`config.mk`:
```
export PLATFORM = sky130hd
export DESIGN_NAME = multicycle_main_fsm
export DESIGN_NICKNAME = d
export VERILOG_FILES = /design/src/rtl/multicycle_main_fsm.sv
export SDC_FILE = /design/constraint.sdc
export NUM_CORES = 1
export LEC_CHECK = 0
export ABC_AREA = 1
export ABC_CLOCK_PERIOD_IN_PS = 1290
export BUFFER_PORTS_ARGS = -buffer_cell sky130_fd_sc_hd__buf_2
export CAP_MARGIN = 20
export CORE_MARGIN = 1.5
export CORE_UTILIZATION = 35
export DETAILED_ROUTE_END_ITERATION = 12
export HOLD_SLACK_MARGIN = 0.05
export MAX_ROUTING_LAYER = met4
export PLACE_DENSITY = 0.69
export SETUP_SLACK_MARGIN = 0.15
export SLEW_MARGIN = 20
export SYNTH_ARGS = -nofsm -noshare
export SYNTH_HDL_FRONTEND = slang
export SYNTH_SLANG_ARGS = --single-unit
```
`constraint.sdc`:
```
create_clock -name CLK -period 1.29 [get_ports CLK]
set_clock_uncertainty 0.05 [all_clocks]
set_input_delay 0.129 -clock CLK [delete_from_list [all_inputs] [get_ports CLK]]
set_output_delay 0.129 -clock CLK [all_outputs]
set_load 0.02 [all_outputs]
```
`src/rtl/multicycle_main_fsm.sv`:
```
// Main control FSM for the multicycle ARM core: fetch, decode, address/execute, writeback.
// RegW/MemW/PCS leave here unconditioned; downstream conditional logic gates them with CondEx.
module multicycle_main_fsm #(
  parameter int STATE_W     = 4,
  parameter bit MEM_WAIT_EN = 1'b1
) (
  input  logic               CLK,
  input  logic               nRESET,
  input  logic [1:0]         Op,
  input  logic [5:0]         Funct,
  input  logic [3:0]         Rd,
  input  logic               MemReady,
  output logic               IRWrite,
  output logic               NextPC,
  output logic               RegW,
  output logic               MemW,
  output logic               PCS,
  output logic               AdrSrc,
  output logic               ALUSrcA,
  output logic [1:0]         ALUSrcB,
  output logic [1:0]         ResultSrc,
  output logic               ALUOp,
  output logic               Illegal,
  output logic [STATE_W-1:0] State
);

  typedef enum logic [STATE_W-1:0] {
    FETCH, DECODE, MEMADR, MEMRD, MEMWB, MEMWR, EXECR, EXECI, ALUWB, BRANCH
  } state_t;

  state_t state_q, state_d;
  logic   nowr_q, nowr_d;
  logic   mem_rdy;
  logic   irw, regw, memw, pcs, ill;

  assign mem_rdy = MEM_WAIT_EN ? MemReady : 1'b1;

  always_ff @(posedge CLK or negedge nRESET) begin
    if (!nRESET) begin
      state_q <= FETCH;
      nowr_q  <= 1'b0;
    end else begin
      state_q <= state_d;
      nowr_q  <= nowr_d;
    end
  end

  // CMP and TST only set flags, so their ALU writeback must not touch the register file.
  assign nowr_d = (state_q == DECODE) ? (Funct[4:1] == 4'b1010 || Funct[4:1] == 4'b1000)
                                      : nowr_q;

  always_comb begin
    state_d   = FETCH;
    irw       = 1'b0;
    regw      = 1'b0;
    memw      = 1'b0;
    pcs       = 1'b0;
    ill       = 1'b0;
    AdrSrc    = 1'b0;
    ALUSrcA   = 1'b0;
    ALUSrcB   = 2'b00;
    ResultSrc = 2'b00;
    ALUOp     = 1'b0;
    case (state_q)
      FETCH: begin
        ALUSrcA   = 1'b1;
        ALUSrcB   = 2'b10;
        ResultSrc = 2'b10;
        irw       = mem_rdy;
        state_d   = mem_rdy ? DECODE : FETCH;
      end
      DECODE: begin
        ALUSrcA   = 1'b1;
        ALUSrcB   = 2'b10;
        ResultSrc = 2'b10;
        case (Op)
          2'b01:   state_d = MEMADR;
          2'b00:   state_d = Funct[5] ? EXECI : EXECR;
          2'b10:   state_d = BRANCH;
          default: begin
            state_d = FETCH;
            ill     = 1'b1;
          end
        endcase
      end
      MEMADR: begin
        ALUSrcB = 2'b01;
        state_d = Funct[0] ? MEMRD : MEMWR;
      end
      MEMRD: begin
        AdrSrc  = 1'b1;
        state_d = mem_rdy ? MEMWB : MEMRD;
      end
      MEMWB: begin
        ResultSrc = 2'b01;
        regw      = 1'b1;
        pcs       = (Rd == 4'd15);
      end
      MEMWR: begin
        AdrSrc  = 1'b1;
        memw    = 1'b1;
        state_d = mem_rdy ? FETCH : MEMWR;
      end
      EXECR: begin
        ALUOp   = 1'b1;
        state_d = ALUWB;
      end
      EXECI: begin
        ALUSrcB = 2'b01;
        ALUOp   = 1'b1;
        state_d = ALUWB;
      end
      ALUWB: begin
        regw = ~nowr_q;
        pcs  = ~nowr_q & (Rd == 4'd15);
      end
      BRANCH: begin
        ALUSrcB   = 2'b01;
        ResultSrc = 2'b10;
        pcs       = 1'b1;
      end
      default: state_d = FETCH;
    endcase
  end

  // Enables are held off while reset is asserted even though the state already reads FETCH.
  assign IRWrite = irw  & nRESET;
  assign NextPC  = irw  & nRESET;
  assign RegW    = regw & nRESET;
  assign MemW    = memw & nRESET;
  assign PCS     = pcs  & nRESET;
  assign Illegal = ill  & nRESET;
  assign State   = state_q;

endmodule

```
; ---- After elaboration in Yosys (flattened, before gate mapping)
; Cells that the tools add are included.
[word_totals]
reg_bits = 5
inputBits = 15
wordCells = 50
[classes]
eq_ne = 14
muxes = 18
n_bitwise = 7
reduce_logical = 9
[op_table]
columns = cell, count
row1 = one-hot mux 4 bit (6 select lines), 1
row2 = "== test 4 bit, second input constant", 5
row3 = "== test 4 x 3 -> 1 bit, second input constant", 4
row4 = one-hot mux 4 bit (3 select lines), 1
row5 = two-way mux 1 bit, 9
row6 = two-way mux 3 bit, 3
row7 = OR reduction 3 bit, 3
row8 = "== test 4 x 2 -> 1 bit, second input constant", 2
row9 = one-hot mux 2 bit (2 select lines), 2
row10 = bitwise AND 1 bit, 6
row11 = OR reduction 2 bit, 3
row12 = "== test 4 x 1 -> 1 bit, second input constant", 1
row13 = logical NOT 4 bit, 1
row14 = one-hot mux 1 bit (3 select lines), 1
row15 = "== test 2 x 1 -> 1 bit, second input constant", 1
row16 = "== test 2 bit, second input constant", 1
row17 = logical NOT 2 bit, 1
row18 = one-hot mux 1 bit (2 select lines), 1
row19 = logical OR 1 bit, 1
row20 = NOT 1 bit, 1

; ---- Longest topological paths before layout
; Gate-level depths: netlist of the first run.
[logic_depth]
word_depth = 5
mapped_depth = 8
depth_no_buf = 7

; ---- Worst setup path after synthesis of the first run
; No wires, ideal clock.
[synth_timing]
kind = register -> output
from = reg state_q[1] (netlist: State[1])
to = out NextPC
t_arrival_ns = 1.779
t_required_ns = 1.111
path_slack_ns = -0.668
path_stages_with_launch = 6
path_buffers = 2
cell_sequence = dfrtp_1 -> buf_6 -> inv_8 -> nand2_2 -> nor4_1 -> buf_4
[synth_via]
elab_chain_cells = 3
[synth_lines]
columns = item, line_no
row1 = "start, declared", 31  ; state_t state_q, state_d;
row2 = "start signal, assigned", 43  ; state_q <= state_d;
row3 = logical NOT 4 bit, 64  ; case (state_q)
row4 = two-way mux 1 bit, 64
row5 = bitwise AND 1 bit, n/a
row6 = "end, declared", 14  ; output logic NextPC,
; Every way passes these cells.

; ---- Worst setup path after layout of the first run
[layout_timing]
from = reg state_q[0] (netlist: State[0])
to = out AdrSrc
[layout_via]
elab_chain_cells = 3
word_cells_on_any_way = 4
cone_classes = eq/ne (2) / mux (1) / reduce/logical (1)
[layout_lines]
columns = item, line_no
row1 = == test 4 x 3 -> 1 bit or == test 4 x 2 -> 1 bit (tied branches), 64
row2 = OR reduction 2 bit (no source line) (*), n/a
row3 = two-way mux 1 bit (*), 64
row4 = "end, declared", 18  ; output logic AdrSrc,
; Every way passes the cells marked *; elsewhere a longest branch is shown, timed or not.

==> run summary, run 1 <==
The area growth from synthesis to layout is 103%. The sequential cells in the finished layout cover a total of 130 µm². The mapped netlist covers 489 µm². The final hold slack is 0.0762 ns.

The floorplan core area came out at 0.00130 mm². Once layout is complete, the utilization of the core stands at 0.764. The kind of launch point of the worst setup path is a flip-flop.

TritonCTS built the clock tree. The placed standard-cell area came out at 762 µm². The average vias per placed instance is 4.81.

The floorplan has 13 rows. The number of antenna violations at the first check in global routing came out at 0. The worst setup path is captured at a primary output.

In this run the worst hold path is classified as in2reg. Of the total synthesized cell area, the portion taken by XOR and XNOR cells is 0. The number of buffers inserted by port buffering came out at 30.

For this run, asynchronously set or reset flops after synthesis account for 1.00. For this run the aggregate overflow at the end of global routing stands at 0. The run finished, with violations left. The effective utilization at floorplan came out at 0.376.

The tool flagged a number of max-cap violations equal to 0. Yosys mapped the design onto 26 distinct sky130hd cell types. The number of iterations in the first detailed-routing pass came out at 2. The clock latency on the worst-skew pair is 0.25 ns. The area fraction in compound gates after synthesis is 0.0895. The area used by multi-input combinational logic is 425 µm².

The via count of the first global-routing pass is 518. The number of placed instances, taps included, is 122. The cell at the slowest stage of the critical path is dfrtp_2. The total count of max-transition violations in the final report came out at 0. The signal on the critical path passes through inv_2 > buf_4 > o31ai_2 > buf_4. The final hold violation count came out at 0.

In the final layout, the share of cells above drive strength 1 is 0.707. In the synthesized netlist the dominant register cell turns out to be dfrtp_1. The critical path start-end classification is reg2out.

0 antenna diodes ended up in the layout. The number of clock sinks came out at 5. Of the post-synthesis cell area, the dominant cell type holds 0.256.

The clock tree buffer depth came out at 2. The area of the die is 0.00163 mm². The number of enable flip-flop cells after synthesis came out at 0. By count the netlist is led by nand2_1 (12), nor2_1 (12), inv_1 (8).

The vias after detailed routing is 630. Once routing completed, OpenROAD measured the worst setup slack at -0.260 ns. The final reports fail on negative setup slack. Of all cell types, the one taking the most synthesized area is dfrtp_1.

The most numerous cell type found on the critical path is buf_4. The signal arrival time at the worst endpoint came out at 1.37 ns. The final weighted congestion in routability-driven placement is 0.754. The aggregate routed wire length came out at 1700 µm. The number of warnings reported in the yosys synthesis log is 0.

After detailed routing, the average wire length per cell comes to 12.9 µm. The adder and majority cell fraction of the synthesized area is 0. For the pin with the worst max-slew slack, the measured transition is 0.396 ns. For this run, the number of standard cells in the final layout without fillers is 131.

The final critical delay including setup and external delays came out at 1.55 ns. By area, the combinational part of the netlist is dominated by simple AND/OR/NAND/NOR gates. In the global route stage, overall resource usage came out at 0.217.

For this run, the register share of the synthesized area comes to 0.256. The number of nets handed over by synthesis was 88. The count of routing violations after the opening detailed-route iteration came out at 4.

Of the post-synthesis cell area, the part taken by muxes is 0. Entering global routing, the biggest net connects 10 pins. The number of design rule violations left after detail routing is 0. The detailed-placement wirelength estimate is 1080 µm. The wire length of the first global-routing pass came out at 2230 µm. The horizontal die dimension came out at 40.4 µm. The deepest level of the CTS H-tree is 1. Dividing the synthesized area by the synthesized cell count gives 6.70 µm². Buffers inserted during clock tree synthesis total 3. The count of boundary I/O pins came out at 32. Yosys attributes the largest share of cell area to dfrtp_1 (26%), nand2_1 (9.2%), nor2_1 (9.2%). The maximum single-stage delay on the critical path came out at 0.42 ns. The peak supply drop is 0.00104 V.

The final net count is 132. The data required time at the worst endpoint is 1.11 ns. The maximum fanout count along the critical path is 4. The post-synthesis simple-gate area fraction is 0.494.

The root buffer cell chosen for the clock tree is clkbuf_4. The power per standard cell area is 2170 mW/mm². The number of nets with antenna violations after detailed routing is 0.

Of the available clock period, the critical path in the final layout requires 1.20. After synthesis the netlist holds a flip-flop and latch count of 5. The final non-filler cell area came out at 995 µm². Setup repair after global routing could not meet its margin everywhere. The maximum achievable frequency came out at 645 MHz. The clock transition at the register clock pins on the worst setup and hold paths after CTS came out at 0.05 ns.

After filler insertion, the fill cell instance count of the layout stands at 99. After routing, the total negative slack on setup checks comes to -2.10 ns. The die height came out at 40.4 µm. The final setup violation count is 13. In this run the static leakage power is 0.000514 µW. The worst slew slack as a fraction of its limit is 0.736.

Synthesis produced 73 cells.
## critical path: cells and delay by family (launching register included)
kind,cells,cell delay (ns)
AO/OA/AOI/OAI,1,0.27
flip-flops,1,0.42
buffers and inverters,3,0.42
## cell type report
cell class | instances | area share
Clock buffer | 4 | 0.0264
Inverter | 14 | 0.0679
Multi-Input combinational cell | 52 | 0.428
Sequential cell | 5 | 0.131
Tap cell | 15 | 0.0189
Timing Repair Buffer | 41 | 0.328
## stage by stage
stage | power, µW | setup slack (ns)
after global placement | 1440 | 0.0272
after detailed placement | 1460 | -0.00276
after global routing | 2280 | -0.267
after floorplan | 1130 | -0.110
final | 2160 | -0.260
after CTS | 1900 | -0.194
## placed cells by master, fill, tap and decap left out, drive strengths merged, types with 2 or more instances in the layout
master and count:
nand3 5, o21ai 3, nor2 15, dfrtp 5
clkbuf 4, buf 40, nand4 3, nor4 2
inv 14, nand2 18
## logic make-up (layout without fill, tap and decap cells)
logic type             count (synthesis)  in the layout
AND/OR/NAND/NOR                       45             45
buffers and inverters                 16             59
AO/OA/AOI/OAI                          7              7
flip-flops                             5              5
## layer usage
| layer | vias up | track usage | share of wire |
|---|---|---|---|
| met3 | 3 | 0.0167 | 0.035 |
| met5 | - | - | 0 |
| met2 | 20 | 0.393 | 0.56 |
| met1 | 286 | 0.237 | 0.39 |
| met4 | 0 | 0.100 | 0.017 |
| li1 | 321 | - | - |
## report_power, final
group	total (µW)	switching [µW]	internal, µW
logic	1640	914	727
registers	322	97.2	225
clock network	191	73.9	118
## path summary, 6_finish.rpt
check / from / endpoint / slack, ns / cells past startpoint
worst max-delay path: State[0] / AdrSrc / -0.26 / 4
worst min-delay path: Funct[4] / nowr_q / 0.08 / 3
worst max register to register: State[3] / State[1] / 0.07 / 6
worst min register to register: nowr_q / nowr_q / 0.50 / 2
max in group asynchronous: nRESET / State[0] / 0.80 / 3
min in group asynchronous: nRESET / State[2] / 0.27 / 3
## flip-flops by register name, indices dropped and copies added (netlist names)
register	flops
State	4
nowr_q	1
## repair_timing
item	4_1_cts	5_1_grt
hold buffers	1	0
cloned	0	0
pin swaps	10	5
buffers inserted	3	1
resized for setup	27	21
endpoints found under the setup margin	16	20
hold endpoints to repair	5	0
Power figures use the tool's default switching activity.
==> run 2: changes to the inputs <==
--- a/config.mk
+++ b/config.mk
@@ -12,10 +12,11 @@
 export CORE_MARGIN = 1.5
 export CORE_UTILIZATION = 35
 export DETAILED_ROUTE_END_ITERATION = 12
-export HOLD_SLACK_MARGIN = 0.05
+export HOLD_SLACK_MARGIN = 0.15
 export MAX_ROUTING_LAYER = met4
 export PLACE_DENSITY = 0.69
 export SETUP_SLACK_MARGIN = 0.15
+export SKIP_CTS_REPAIR_TIMING = 1
 export SLEW_MARGIN = 20
 export SYNTH_ARGS = -nofsm -noshare
 export SYNTH_HDL_FRONTEND = slang
==> run 2 against run 1 <==
Sequential share of layout area increased by 0.15 points. The flow still finishes with violations (negative setup slack). Power shrank 7.3%. Largest cell class unchanged. Via count decreased by 0.79%. Critical endpoint is now PCS.
==> run summary, run 2 (same netlist as run 1, synthesis figures left out) <==
The flow ran to the end, but the final reports show violations. The final reports fail on negative setup slack. The worst slew slack as a fraction of its limit is 0.747.

The clock latency on the worst-skew pair is 0.24 ns. The total buffers and inverters traversed by the critical path came out at 3. The final hold slack is 0.168 ns. STA classifies the critical path startpoint as a flip-flop. Timing would allow up to 674 MHz. Clock tree synthesis selected as its root buffer the cell clkbuf_4.

The via count of the first global-routing pass is 470. The wire length of the first global-routing pass came out at 1950 µm. The antenna diode count is 0. The analysis attributes to cell leakage a power of 0.000508 µW. The area of the die is 0.00163 mm².

The maximum number of pins on one net before global-route repair came out at 10. The peak supply drop came out at 0.000966 V. 32 I/O pins were placed.

Routability-driven placement finished with a final weighted congestion of 0.754. The deepest level of the CTS H-tree is 1. The period utilization is 1.15. The aggregate routed wire length is 1470 µm. The number of iterations in the first detailed-routing pass came out at 3. The routed wire length per instance is 10.9 µm.

Grouping stages by cell kind, the critical path spends the most delay in flip-flops. The area added between synthesis and finish is 101%. The count of routing violations after the opening detailed-route iteration came out at 1. The final hold violation count is 0. The number of clock sinks came out at 5. The final standard cell count with taps included and fillers excluded came out at 135.

The clock tree buffer depth came out at 2. Including well taps, the total number of placed cells is 122. At the worst endpoint, the required time is 1.11 ns.

The maximum single-stage delay on the critical path is 0.42 ns. Measured along the x axis, the die boundary spans 40.4 µm. The signal arrival time at the worst endpoint came out at 1.30 ns.

The number of fillers in the final layout came out at 100. The total congestion overflow after global routing came out at 0. The worst-margin pin slew came out at 0.379 ns. The power per standard cell area is 2030 mW/mm². Summing all non-filler instances in the final layout gives an area of 983 µm². The number of maximum-capacitance constraint violations is 0. Once placement finished, the instance area stood at 762 µm². Summing all multi-input logic gate instances after layout gives 407 µm². The register with the most flip-flops in the layout has 4 of them. STA classifies the critical path endpoint as a primary output. The final layout contains 136 nets.

In the layout the commonest cells are buf_2 (18), buf_4 (14), nor2_1 (8), inv_1 (8), nand2_1 (8). Leaving out fill and tap cells, the most frequent cell in the layout is buf_2. From bottom edge to top edge, the die measures 40.4 µm. The smallest clock period supported by the final layout is computed as 1.48 ns. In the final layout, the share of cells above drive strength 1 is 0.633. The register area came out at 130 µm². Clock-pin slew was measured on the worst setup and hold paths at 0.04 ns. TritonCTS built the clock tree. The cell seen most often among critical-path stages is buf_6. The number of nets with antenna violations after detailed routing came out at 0.

Traced cell by cell, the critical path runs through inv_4 > nor2_4 > buf_6 > nand2_8 > a21oi_4 > buf_6. After detailed routing, the number of vias per cell comes to 4.63. The number of antenna violations at the first check in global routing is 0.

The row count is 13. Setup slack on the critical path of the routed design comes to -0.193 ns. In the global route stage, overall resource usage came out at 0.188. Setup repair after global routing could not meet its margin everywhere. Detailed placement finished with a half-perimeter wire length of 1080 µm. The number of buffers created by CTS is 3.

The number of design rule violations left after detail routing is 0. The vias after detailed routing came out at 625. The path type of the worst min-delay path is in2reg.

The final setup violation count came out at 13. The worst setup path is of the reg2out kind. The number of buffers inserted by port buffering came out at 30. Among all stages on the critical path, the largest delay is contributed by dfrtp_2. The floorplan core area is 0.00130 mm². The total count of max-transition violations in the final report is 0.

The maximum fanout count along the critical path is 3. The effective utilization at floorplan came out at 0.376.
==> run 2: power by group <==
| part | internal (µW) | switching [µW] | total, µW |
|---|---|---|---|
| logic | 639 | 853 | 1490 |
| registers | 225 | 93.0 | 318 |
| clock network | 117 | 69.4 | 187 |
==> run 2: metrics by stage <==
step	utilization	total power, µW	worst slack (ns)	setup TNS [ns]
2_1_floorplan	-	1130	-0.110	-0.321
3_3_place_gp	0.586	1440	0.0272	0
3_5_place_dp	0.586	1460	-0.00276	-0.00276
4_1_cts	0.606	1660	-0.276	-1.83
5_1_grt	0.756	2140	-0.255	-2.67
6_report	0.756	2000	-0.193	-1.84
==> run 2: tightest hold or removal path: stages <==
cell	delay, ns
buf_2	0.11
nor2_2	0.05
nor2_1	0.09
nand2_1	0.05
==> run 2: path summary, 6_finish.rpt <==
check / cells past startpoint / slack, ns / startpoint / to
max: 6 / -0.19 / State[3] / PCS
max in group asynchronous: 3 / 0.80 / nRESET / State[0]
min: 4 / 0.17 / MemReady / State[0]
min in group asynchronous: 3 / 0.27 / nRESET / nowr_q
min reg2reg: 2 / 0.50 / nowr_q / nowr_q
max reg2reg: 6 / 0.10 / State[1] / State[0]
==> run 2: routing by layer <==
metal | vias to the layer above | global-route usage | wire (µm)
met2 | 19 | 0.302 | 764
met3 | 2 | 0.0167 | 58
met1 | 277 | 0.231 | 628
li1 | 327 | - | -
met4 | 0 | 0.100 | 16
met5 | - | - | 0
==> run 2: final cells by class <==
class,instances,area share
flip-flops and latches,5,0.132
well taps,15,0.0191
repair buffers,45,0.340
clock buffers,4,0.0267
inverters,14,0.0687
multi-input cells,52,0.413
==> run 3: changes to the inputs <==
--- a/config.mk
+++ b/config.mk
@@ -5,7 +5,6 @@
 export SDC_FILE = /design/constraint.sdc
 export NUM_CORES = 1
 export LEC_CHECK = 0
-export ABC_AREA = 1
 export ABC_CLOCK_PERIOD_IN_PS = 1290
 export BUFFER_PORTS_ARGS = -buffer_cell sky130_fd_sc_hd__buf_2
 export CAP_MARGIN = 20
==> run 3 against run 2 <==
The flow still finishes with violations (negative setup slack). Synthesized cell count fell by 22%. Count of clock-buffer cells in the layout did not move. Non-clock buffer count rose by 12. Clock power fell by 4%. Critical path depth fell by 1. Hold slack got worse by 0.034 ns. Synthesized area fell by 3.1%. Critical path type unchanged. Largest cell class is now buffers.
==> run summary, run 3 <==
The number of fillers in the final layout is 65. The final hold violation count came out at 0. When the netlist entered floorplanning its net count stood at 72. The register bit total from synthesis came out at 5.

The worst register-to-register path has a depth of 3. From synthesis to final layout, the design area changed by 127%. The vias after detailed routing is 662. The clock transition at the register clock pins on the worst setup and hold paths after CTS came out at 0.04 ns. The flip-flop count of the largest register after layout came out at 4. Including well taps, the total number of placed cells is 111. The detailed-placement wirelength estimate came out at 1070 µm. The sequential cell area fraction in the yosys report came out at 0.264. The detailed router finished its first iteration with 10 violations.

In this run the cell area of the synthesized design comes to 474 µm². The initial utilization of the core area, before any placement, comes to 0.369. The power per standard cell area is 2680 mW/mm². The row count is 13. The floorplan step defined a die boundary enclosing 0.00158 mm².

The aggregate routed wire length came out at 2040 µm. The total congestion overflow after global routing is 0. The worst setup path is captured at a primary output.

After layout, the minimum clock period comes to 1.57 ns. The analysis attributes to cell leakage a power of 0.000509 µW. The average vias per placed instance came out at 5.21. The number of stages on the worst hold path came out at 3. The final standard cell count with taps included and fillers excluded came out at 127. The signal arrival time at the worst endpoint is 1.39 ns.

The horizontal die dimension came out at 39.8 µm. IR analysis of the VDD net gives a maximum drop of 0.00180 V. Of the post-synthesis cell area, the dominant cell type holds 0.264. The wire length of the first global-routing pass came out at 2060 µm. For the pin with the worst max-slew slack, the measured transition is 0.305 ns. The number of buffers inserted by port buffering is 30. The die height is 39.8 µm. The worst slew slack as a fraction of its limit came out at 0.796. The floorplan core area is 0.00128 mm². The clock latency on the worst-skew pair came out at 0.24 ns.

The deepest level of the CTS H-tree is 1. The critical path start-end classification is reg2out. The count of boundary I/O pins is 32.

During synthesis, Yosys emitted a total of 0 warnings. The maximum fanout count along the critical path is 8. The number of iterations in the first detailed-routing pass is 4.

The post-synthesis cell type count is 34. Averaged over all synthesized cells, the footprint is 8.32 µm². The mux contribution to synthesized area is 0.

The area fraction in compound gates after synthesis came to 0.190. The number of buffers created by CTS is 3. Synthesis produced a netlist whose cell count is 57.

Once routing completed, OpenROAD measured the worst setup slack at -0.281 ns. The checks that failed: negative setup slack. The routed wire length per instance came out at 16.1 µm. The most frequently used cell type in the post-synthesis netlist is nor2_1. After detailed routing, the number of remaining DRC violations is 0. Leaving out fill and tap cells, the most frequent cell in the layout is buf_6. Routability-driven placement finished with a final weighted congestion of 0.864. Setup repair after global routing could not meet its margin everywhere. dfrtp_1 takes more of the synthesized area than any other cell.

The clock net in this run drives a total of 5 sinks. The root buffer cell is clkbuf_4. The final net count is 128.

The share of synthesized registers carrying an async set or reset is 1.00. The total power after layout came out at 2880 µW. For this run, the leading register cell type out of synthesis is dfrtp_1. The register area is 130 µm². Of the total synthesized cell area, the portion taken by AND, OR, NAND and NOR gates is 0.377. 0 antenna diodes ended up in the layout. The number of enable flip-flop cells after synthesis is 0. The data required time at the worst endpoint is 1.11 ns.

The total routing usage reported by global routing is 0.198. TritonCTS built the clock tree. Counting instances in the post-synthesis netlist gives the leading cell types as nor2_1 (6), dfrtp_1 (5), o21ai_0 (4). The maximum achievable frequency came out at 637 MHz. The XOR/XNOR share of the synthesized area came out at 0.0369. The final core utilization is 0.837. The placed standard-cell area came out at 724 µm². The final setup violation count came out at 18. The tool flagged a number of max-cap violations equal to 0. The share of post-route cells with drive strength above 1 came out at 0.768. By area, the combinational part of the netlist is dominated by simple AND/OR/NAND/NOR gates. In the layout the commonest cells are buf_6 (23), buf_2 (15), buf_4 (15). The final non-filler cell area is 0.00108 mm². The maximum number of pins on one net before global-route repair came out at 11. The period utilization is 1.22.

The total count of max-transition violations in the final report came out at 0. The via count of the first global-routing pass is 460. The number of nets with antenna violations after detailed routing is 0. Ranked by total cell area, the synthesized netlist is headed by dfrtp_1 (26%), buf_6 (7.1%), nor2_1 (4.7%). The clock tree buffer depth is 2. The number of antenna violations at the first check in global routing is 0. The flow ran to the end, but the final reports show violations. The multi-input combinational cells in the finished layout cover a total of 403 µm². The path type of the worst min-delay path is in2reg.

Hold is met by 0.134 ns. Of the total synthesized cell area, the portion taken by full adders, half adders and majority gates is 0. The worst setup path is launched from a flip-flop.
==> run 3: worst paths after layout <==
path / from / to / slack [ns]
max: State[1] / PCS / -0.28
min: Funct[3] / nowr_q / 0.13
max reg2reg: State[3] / State[2] / -0.27
min reg2reg: nowr_q / nowr_q / 0.50
max in group asynchronous: nRESET / State[0] / 0.64
min in group asynchronous: nRESET / State[3] / 0.30
==> run 3: final cells by class <==
cell class | count | area share
multi-input combinational | 43 | 0.374
tap | 15 | 0.0174
clock buffer | 4 | 0.0244
inverter | 3 | 0.0105
sequential | 5 | 0.121
timing repair buffer | 57 | 0.452
==> run 3: cell families (layout without fill, tap and decap cells) <==
group,after synthesis,in the layout
buf+inv,9,64
flops,5,5
simple gates,29,29
compound gates,12,12
xor+xnor,2,2
==> run 3: through the flow <==
stage                     setup TNS (ns)  setup WS [ns]
after floorplan                    -2.61         -0.301
after global placement            -0.508        -0.0880
after detailed placement          -0.698         -0.137
after CTS                          -3.91         -0.342
after global routing               -4.45         -0.355
final                              -3.62         -0.281
==> run 3: report_power, final <==
group / internal (µW) / leakage, µW / switching, µW
combinational: 1270 / 0.000434 / 1100
clock: 117 / 0.0000150 / 63.4
sequential: 238 / 0.0000600 / 96.2
total: 1620 / 0.000509 / 1260
==> run 3: per-layer routing <==
metal / vias up / wire length (µm) / global-route usage
met2: 20 / 1150 / 0.316
met3: 0 / 78 / 0.0511
met5: - / 0 / -
li1: 311 / - / -
met4: 0 / 0 / 0
met1: 331 / 817 / 0.265
==> run 3: critical path: stages (launching register included) <==
cell	delay, ns
dfrtp_2	0.40
buf_6	0.14
nand3b_1	0.22
nor2_1	0.15
a31o_2	0.13
buf_6	0.11
